$ cat src/rtl/uart_tx_ctrl.sv
// UART transmit controller: takes a byte over valid/ready and serialises it as
// start, LSB-first data, optional parity and 1-2 stop bits, one bit per tx_baud tick.
module uart_tx_ctrl #(
  parameter int DATA_WIDTH = 8
) (
  input  logic                  clock,
  input  logic                  reset,
  input  logic                  tx_baud,
  input  logic                  parity_en,
  input  logic                  parity_odd,
  input  logic                  two_stop,
  input  logic [DATA_WIDTH-1:0] data_in,
  input  logic                  data_valid,
  output logic                  data_ready,
  output logic                  tx_out,
  output logic                  tx_busy,
  output logic                  tx_done
);

  typedef enum logic [2:0] {
    IDLE, ARMED, START, DATA, PARITY, STOP1, STOP2
  } state_e;

  localparam logic [2:0] LastIdx = 3'(DATA_WIDTH - 1);

  state_e                state_q, state_d;
  logic [DATA_WIDTH-1:0] shift_q, shift_d;
  logic [2:0]            idx_q, idx_d;
  logic                  parity_q, parity_d;
  logic                  parEn_q, parEn_d;
  logic                  twoStop_q, twoStop_d;
  logic                  txOut_q, txOut_d;
  logic                  txBusy_q, txBusy_d;
  logic                  txDone_q, txDone_d;

  assign data_ready = (state_q == IDLE);
  assign tx_out     = txOut_q;
  assign tx_busy    = txBusy_q;
  assign tx_done    = txDone_q;

  always_comb begin
    state_d   = state_q;
    shift_d   = shift_q;
    idx_d     = idx_q;
    parity_d  = parity_q;
    parEn_d   = parEn_q;
    twoStop_d = twoStop_q;
    txDone_d  = 1'b0;

    // Every transition except the IDLE handshake waits for a bit-period tick.
    case (state_q)
      IDLE: begin
        if (data_valid) begin
          shift_d   = data_in;
          parity_d  = (^data_in) ^ parity_odd;
          parEn_d   = parity_en;
          twoStop_d = two_stop;
          state_d   = ARMED;
        end
      end
      ARMED: begin
        if (tx_baud) state_d = START;
      end
      START: begin
        if (tx_baud) begin
          state_d = DATA;
          idx_d   = 3'd0;
        end
      end
      DATA: begin
        if (tx_baud) begin
          shift_d = shift_q >> 1;
          idx_d   = idx_q + 3'd1;
          if (idx_q == LastIdx) state_d = parEn_q ? PARITY : STOP1;
        end
      end
      PARITY: begin
        if (tx_baud) state_d = STOP1;
      end
      STOP1: begin
        if (tx_baud) begin
          if (twoStop_q) begin
            state_d = STOP2;
          end else begin
            state_d  = IDLE;
            txDone_d = 1'b1;
          end
        end
      end
      STOP2: begin
        if (tx_baud) begin
          state_d  = IDLE;
          txDone_d = 1'b1;
        end
      end
      default: state_d = IDLE;
    endcase

    // Line level is registered from the next state so it tracks state_q exactly.
    case (state_d)
      START:   txOut_d = 1'b0;
      DATA:    txOut_d = shift_d[0];
      PARITY:  txOut_d = parity_q;
      default: txOut_d = 1'b1;
    endcase
    txBusy_d = (state_d != IDLE);
  end

  always_ff @(posedge clock or posedge reset) begin
    if (reset) begin
      state_q   <= IDLE;
      shift_q   <= '0;
      idx_q     <= 3'd0;
      parity_q  <= 1'b0;
      parEn_q   <= 1'b0;
      twoStop_q <= 1'b0;
      txOut_q   <= 1'b1;
      txBusy_q  <= 1'b0;
      txDone_q  <= 1'b0;
    end else begin
      state_q   <= state_d;
      shift_q   <= shift_d;
      idx_q     <= idx_d;
      parity_q  <= parity_d;
      parEn_q   <= parEn_d;
      twoStop_q <= twoStop_d;
      txOut_q   <= txOut_d;
      txBusy_q  <= txBusy_d;
      txDone_q  <= txDone_d;
    end
  end

endmodule

$ cat config.mk
export PLATFORM = sky130hd
export DESIGN_NAME = uart_tx_ctrl
export DESIGN_NICKNAME = d
export VERILOG_FILES = /design/src/rtl/uart_tx_ctrl.sv
export SDC_FILE = /design/constraint.sdc
export NUM_CORES = 1
export LEC_CHECK = 0
export BUFFER_PORTS_ARGS = -buffer_cell sky130_fd_sc_hd__buf_2
export CAP_MARGIN = 20
export CELL_PAD_IN_SITES_DETAIL_PLACEMENT = 1
export CELL_PAD_IN_SITES_GLOBAL_PLACEMENT = 2
export CORE_MARGIN = 8
export CORE_UTILIZATION = 31
export DETAILED_ROUTE_END_ITERATION = 12
export HOLD_SLACK_MARGIN = 0.15
export PLACE_DENSITY_LB_ADDON = 0.12
export SKIP_CTS_REPAIR_TIMING = 1
export SYNTH_ARGS = -nofsm -noshare
export SYNTH_HDL_FRONTEND = slang
export SYNTH_SLANG_ARGS = --single-unit
$ cat constraint.sdc
create_clock -name clock -period 1.5 [get_ports clock]
set_input_delay 0.3 -clock clock [delete_from_list [all_inputs] [get_ports clock]]
set_output_delay 0.3 -clock clock [all_outputs]
set_load 0.01 [all_outputs]
==> results.md <==
- The critical path is of the register to output port type.
- The synthesized design contains 0 enable-type register cells.
- The kind of start point of the critical path is a register.
- Walking the worst path, the cells encountered are buf_4, nor3_2, buf_2.
- Setup repair after global routing could not meet its margin everywhere.
- In the post-synthesis netlist, the biggest area contributors are sky130_fd_sc_hd__dfrtp_1 45%, sky130_fd_sc_hd__nand2_1 6.4%, sky130_fd_sc_hd__xnor2_1 5.0%, sky130_fd_sc_hd__a22oi_1 4.3%, sky130_fd_sc_hd__mux2_2 4.3%.
- The final routed wire length divided by cell count is 14.0 µm.
- The synthesized-area fraction occupied by xor and xnor cells is 6.66%.
- The area share of the largest cell type after synthesis is 45.2%.
- The first detailed-routing pass ran for 3 iterations.
- The layout-stage area growth over the synthesis result is 35.2%.
- Wires add up to 2.59 mm.
- CTS saw 20 sinks.
- The repair_antennas step left the layout with diodes totalling 0.
- The worst min-delay path category is input pin to register.
- The initial antenna violation count is 0.
- The synthesized netlist devotes approximately 16% of its cell area to compound gates.
- The floorplan step defined a core boundary enclosing 3310 µm².
- Adding up every negative setup slack in the final design gives -0.416 ns.
- STA puts the critical path data required time at 1.20 ns.
- A synthesized cell averages 10.5 µm².
- After layout, the worst path uses 106% of the clock period.
- The peak fanout along the critical path is 6.
- The arithmetic-cell share of the synthesized area counting full adders, half adders and majority gates is 2.38%.
- The root buffer selected by CTS is sky130_fd_sc_hd__clkbuf_4.
- The number of buffers inserted by port buffering is 18.
- Dividing the detail-routed via count by the number of cells gives 4.70.
- For this design the top-level I/O count stands at 19.
- For this run, the register share of the synthesized area comes to 47.7%.
- The clock skew is 0.00501 ns.
- The Yosys step of the flow raised 0 warnings.
- The most used standard cell by instance count after synthesis is sky130_fd_sc_hd__dfrtp_1.
- The HPWL after detailed placement is 1.92 mm.
- After synthesis, the largest family of logic cells by area is simple AND/OR/NAND/NOR gates.
- The final reports fail on setup timing.
- The congestion estimate from routability-driven global placement came to 0.778.
- The tool flagged a number of max-cap violations equal to 0.
- The number of standard cells after synthesis is 100.
- The die is 74.3 µm tall.
- The final layout contains 157 nets.
- Multiplexer cells account for 5.23% of the synthesized area.
- The leakage component of the power is about 0.69 nW.
- Summed over all instances, the cell type with the most area after synthesis is sky130_fd_sc_hd__dfrtp_1.
- Entering global routing, the biggest net connects 14 pins.
- Across all layers, the routed design uses slightly below 900 vias.
- After clock tree synthesis, the clock-pin slew on the worst setup and hold paths is approximately 0.12 ns.
- The sort of element at the end of the critical path is an output port.
- The number of rows created at floorplan is 21.
- The first global-routing pass estimated 4.28 mm of wire.
- At the pin with the least slew margin, the transition time is 0.359 ns.
- After synthesis the netlist holds a flip-flop and latch count of 20.
- The worst-case vdd ir drop is between 0.5 and 0.6 mV.
- The power density over the cells is 1530 nW/µm².
- The register-to-register setup slack is -0.09 ns.
- The die width is 74.3 µm.
- The number of global-route vias before repair is 946.
- The die area is 5510 µm².
- In this run the deepest clock path goes through 2 buffers.
- The number of antenna-violating nets in the routed design is 0.
- The critical path's largest stage delay is slightly below 0.5 ns.
- Counting both buffers and inverters, the worst setup path holds a total of 2.
- The most used flip-flop cell after synthesis is sky130_fd_sc_hd__dfrtp_1.
- The final critical path time including I/O delays and setup is 1.59 ns.
- Summing internal, switching and leakage power gives 0.00217 W.
- The final routed DRC violation total is 0.
- Global routing consumed, over all layers together, 10.3% of the routing resources.
- The achievable clock frequency is 628 MHz.
- The clock insertion delay at the later pin of the skew report is 0.31 ns.
- The final worst-path setup slack is -0.0933 ns.
- The starting utilization of the core area is 31.8%.
- On the critical path the largest part of the delay comes from flip-flops.
- Ranked by instance count, the synthesized netlist is headed by 19 x sky130_fd_sc_hd__dfrtp_1, 18 x sky130_fd_sc_hd__nand2_1, 6 x sky130_fd_sc_hd__a22oi_1, 6 x sky130_fd_sc_hd__xnor2_1.
- The number of buffers added by the clock tree synthesis step is 3.
- In the synthesized netlist the async set-or-reset flop fraction comes to 100%.
- In this run the cell area of the synthesized design comes to 1050 µm².
- The largest individual stage delay along the critical path comes from the cell sky130_fd_sc_hd__dfrtp_1.
- In this run the number of H-tree levels came out at 1.
- The number of hold-slack violations in the final timing report is 0.
- The max-slew violation count was 0.
- The flow ran to the end, but the final reports show violations.
- The simple-gate portion of the synthesized area is 18.2%.
- The fraction of final layout cells sized beyond drive strength 1 is 42.4%.
- Counting every net in the synthesized netlist gives 117.
- The number of DRC markers after the initial detailed-route iteration is 12.
- Counting distinct cell types in the post-synthesis netlist gives 33.
- The leftover overflow at the end of global routing is 0.
- The number of setup violations in the final report is 6.
- STA puts the critical path data arrival time at 1.29 ns.
- The normalized max-slew margin is roughly three quarters.
- The CTS tree is done.
## cell type report
type / instances / area (µm²)
Fill cell: 398 / 1890
Multi-Input combinational cell: 72 / 541
Sequential cell: 20 / 504
Timing Repair Buffer: 40 / 273
Tap cell: 46 / 57.6
Clock buffer: 4 / 36.3
Inverter: 3 / 11.3
## per-stage QoR
| stage | hold WS (ns) | cell area, µm² | setup WS (ns) | cells | util, % |
|---|---|---|---|---|---|
| global placement | 0.243 | 1270 | -0.112 | 172 | 38.3 |
| CTS | -0.0888 | 1310 | -0.225 | 176 | 39.4 |
| global route | 0.215 | 1420 | -0.145 | 185 | 43.0 |
| finish | 0.213 | 1420 | -0.0933 | 185 | 43.0 |
| floorplan | 0.263 | 1060 | 0.00484 | 100 | - |
| detailed placement | 0.256 | 1270 | -0.166 | 172 | 38.3 |
## where the power goes
group          internal (W)  leakage, nW  switching (W)
registers          0.000721        0.249       0.000133
clock network      0.000148       0.0210       0.000174
logic              0.000552        0.424       0.000441
total               0.00142        0.695       0.000748
## final timing paths
kind | to | cells past startpoint | start
setup reg to reg | parEn_q | 4 | state_q[1]
setup / recovery | data_ready | 3 | state_q[2]
hold reg to reg | shift_q[5] | 2 | shift_q[5]
hold / removal | twoStop_q | 2 | two_stop
min in group asynchronous | parity_q | 3 | reset
max in group asynchronous | shift_q[0] | 4 | reset
## worst reg2reg max path: cells and delay by family, from the launching register on
kind / cells / cell delay (ns)
AND/OR/NAND/NOR: 1 / 0.38
multiplexers: 1 / 0.33
flip-flops: 1 / 0.45
buffers and inverters: 2 / 0.32
## cell usage in the layout, fill, tap and decap left out, types with 2 or more instances in the layout
cell type                  instances
sky130_fd_sc_hd__a21o_1            2
sky130_fd_sc_hd__a22o_1            2
sky130_fd_sc_hd__a22oi_1           6
sky130_fd_sc_hd__buf_2            18
sky130_fd_sc_hd__buf_4            17
sky130_fd_sc_hd__buf_6             4
sky130_fd_sc_hd__clkbuf_4          3
sky130_fd_sc_hd__dfrtp_1          17
sky130_fd_sc_hd__dfrtp_2           2
sky130_fd_sc_hd__inv_1             2
sky130_fd_sc_hd__mux2_2            2
sky130_fd_sc_hd__mux2_4            2
sky130_fd_sc_hd__nand2_1          17
sky130_fd_sc_hd__nand2b_1          4
sky130_fd_sc_hd__nor2_1            2
sky130_fd_sc_hd__nor2b_1           2
sky130_fd_sc_hd__nor3_2            2
sky130_fd_sc_hd__o21ai_0           3
sky130_fd_sc_hd__o22ai_1           2
sky130_fd_sc_hd__xnor2_1           6
sky130_fd_sc_hd__xor2_1            2
## logic make-up (layout without fill, tap and decap cells)
logic type / Yosys count / in the layout
multiplexers: 5 / 5
buffers and inverters: 8 / 47
AO/OA/AOI/OAI: 22 / 22
adder cells (fa/ha/maj): 2 / 2
AND/OR/NAND/NOR: 35 / 35
XOR/XNOR: 8 / 8
flip-flops: 20 / 20
## state kept, by name, indices dropped and copies added, names as in the netlist
signal and cells:
shift_q 8, idx_q 3, state_q 3, parEn_q 1, parity_q 1, twoStop_q 1
tx_busy 1, tx_done 1, tx_out 1
## layer usage
metal / routed length, µm / GRT usage (%) / share of wire (%)
met1: 1170 / 12.4 / 45
met2: 1260 / 16.4 / 49
met3: 113 / 2.83 / 4.4
met4: 47 / 5.22 / 1.8
met5: 0 / 0 / 0
Power figures use the tool's default switching activity.
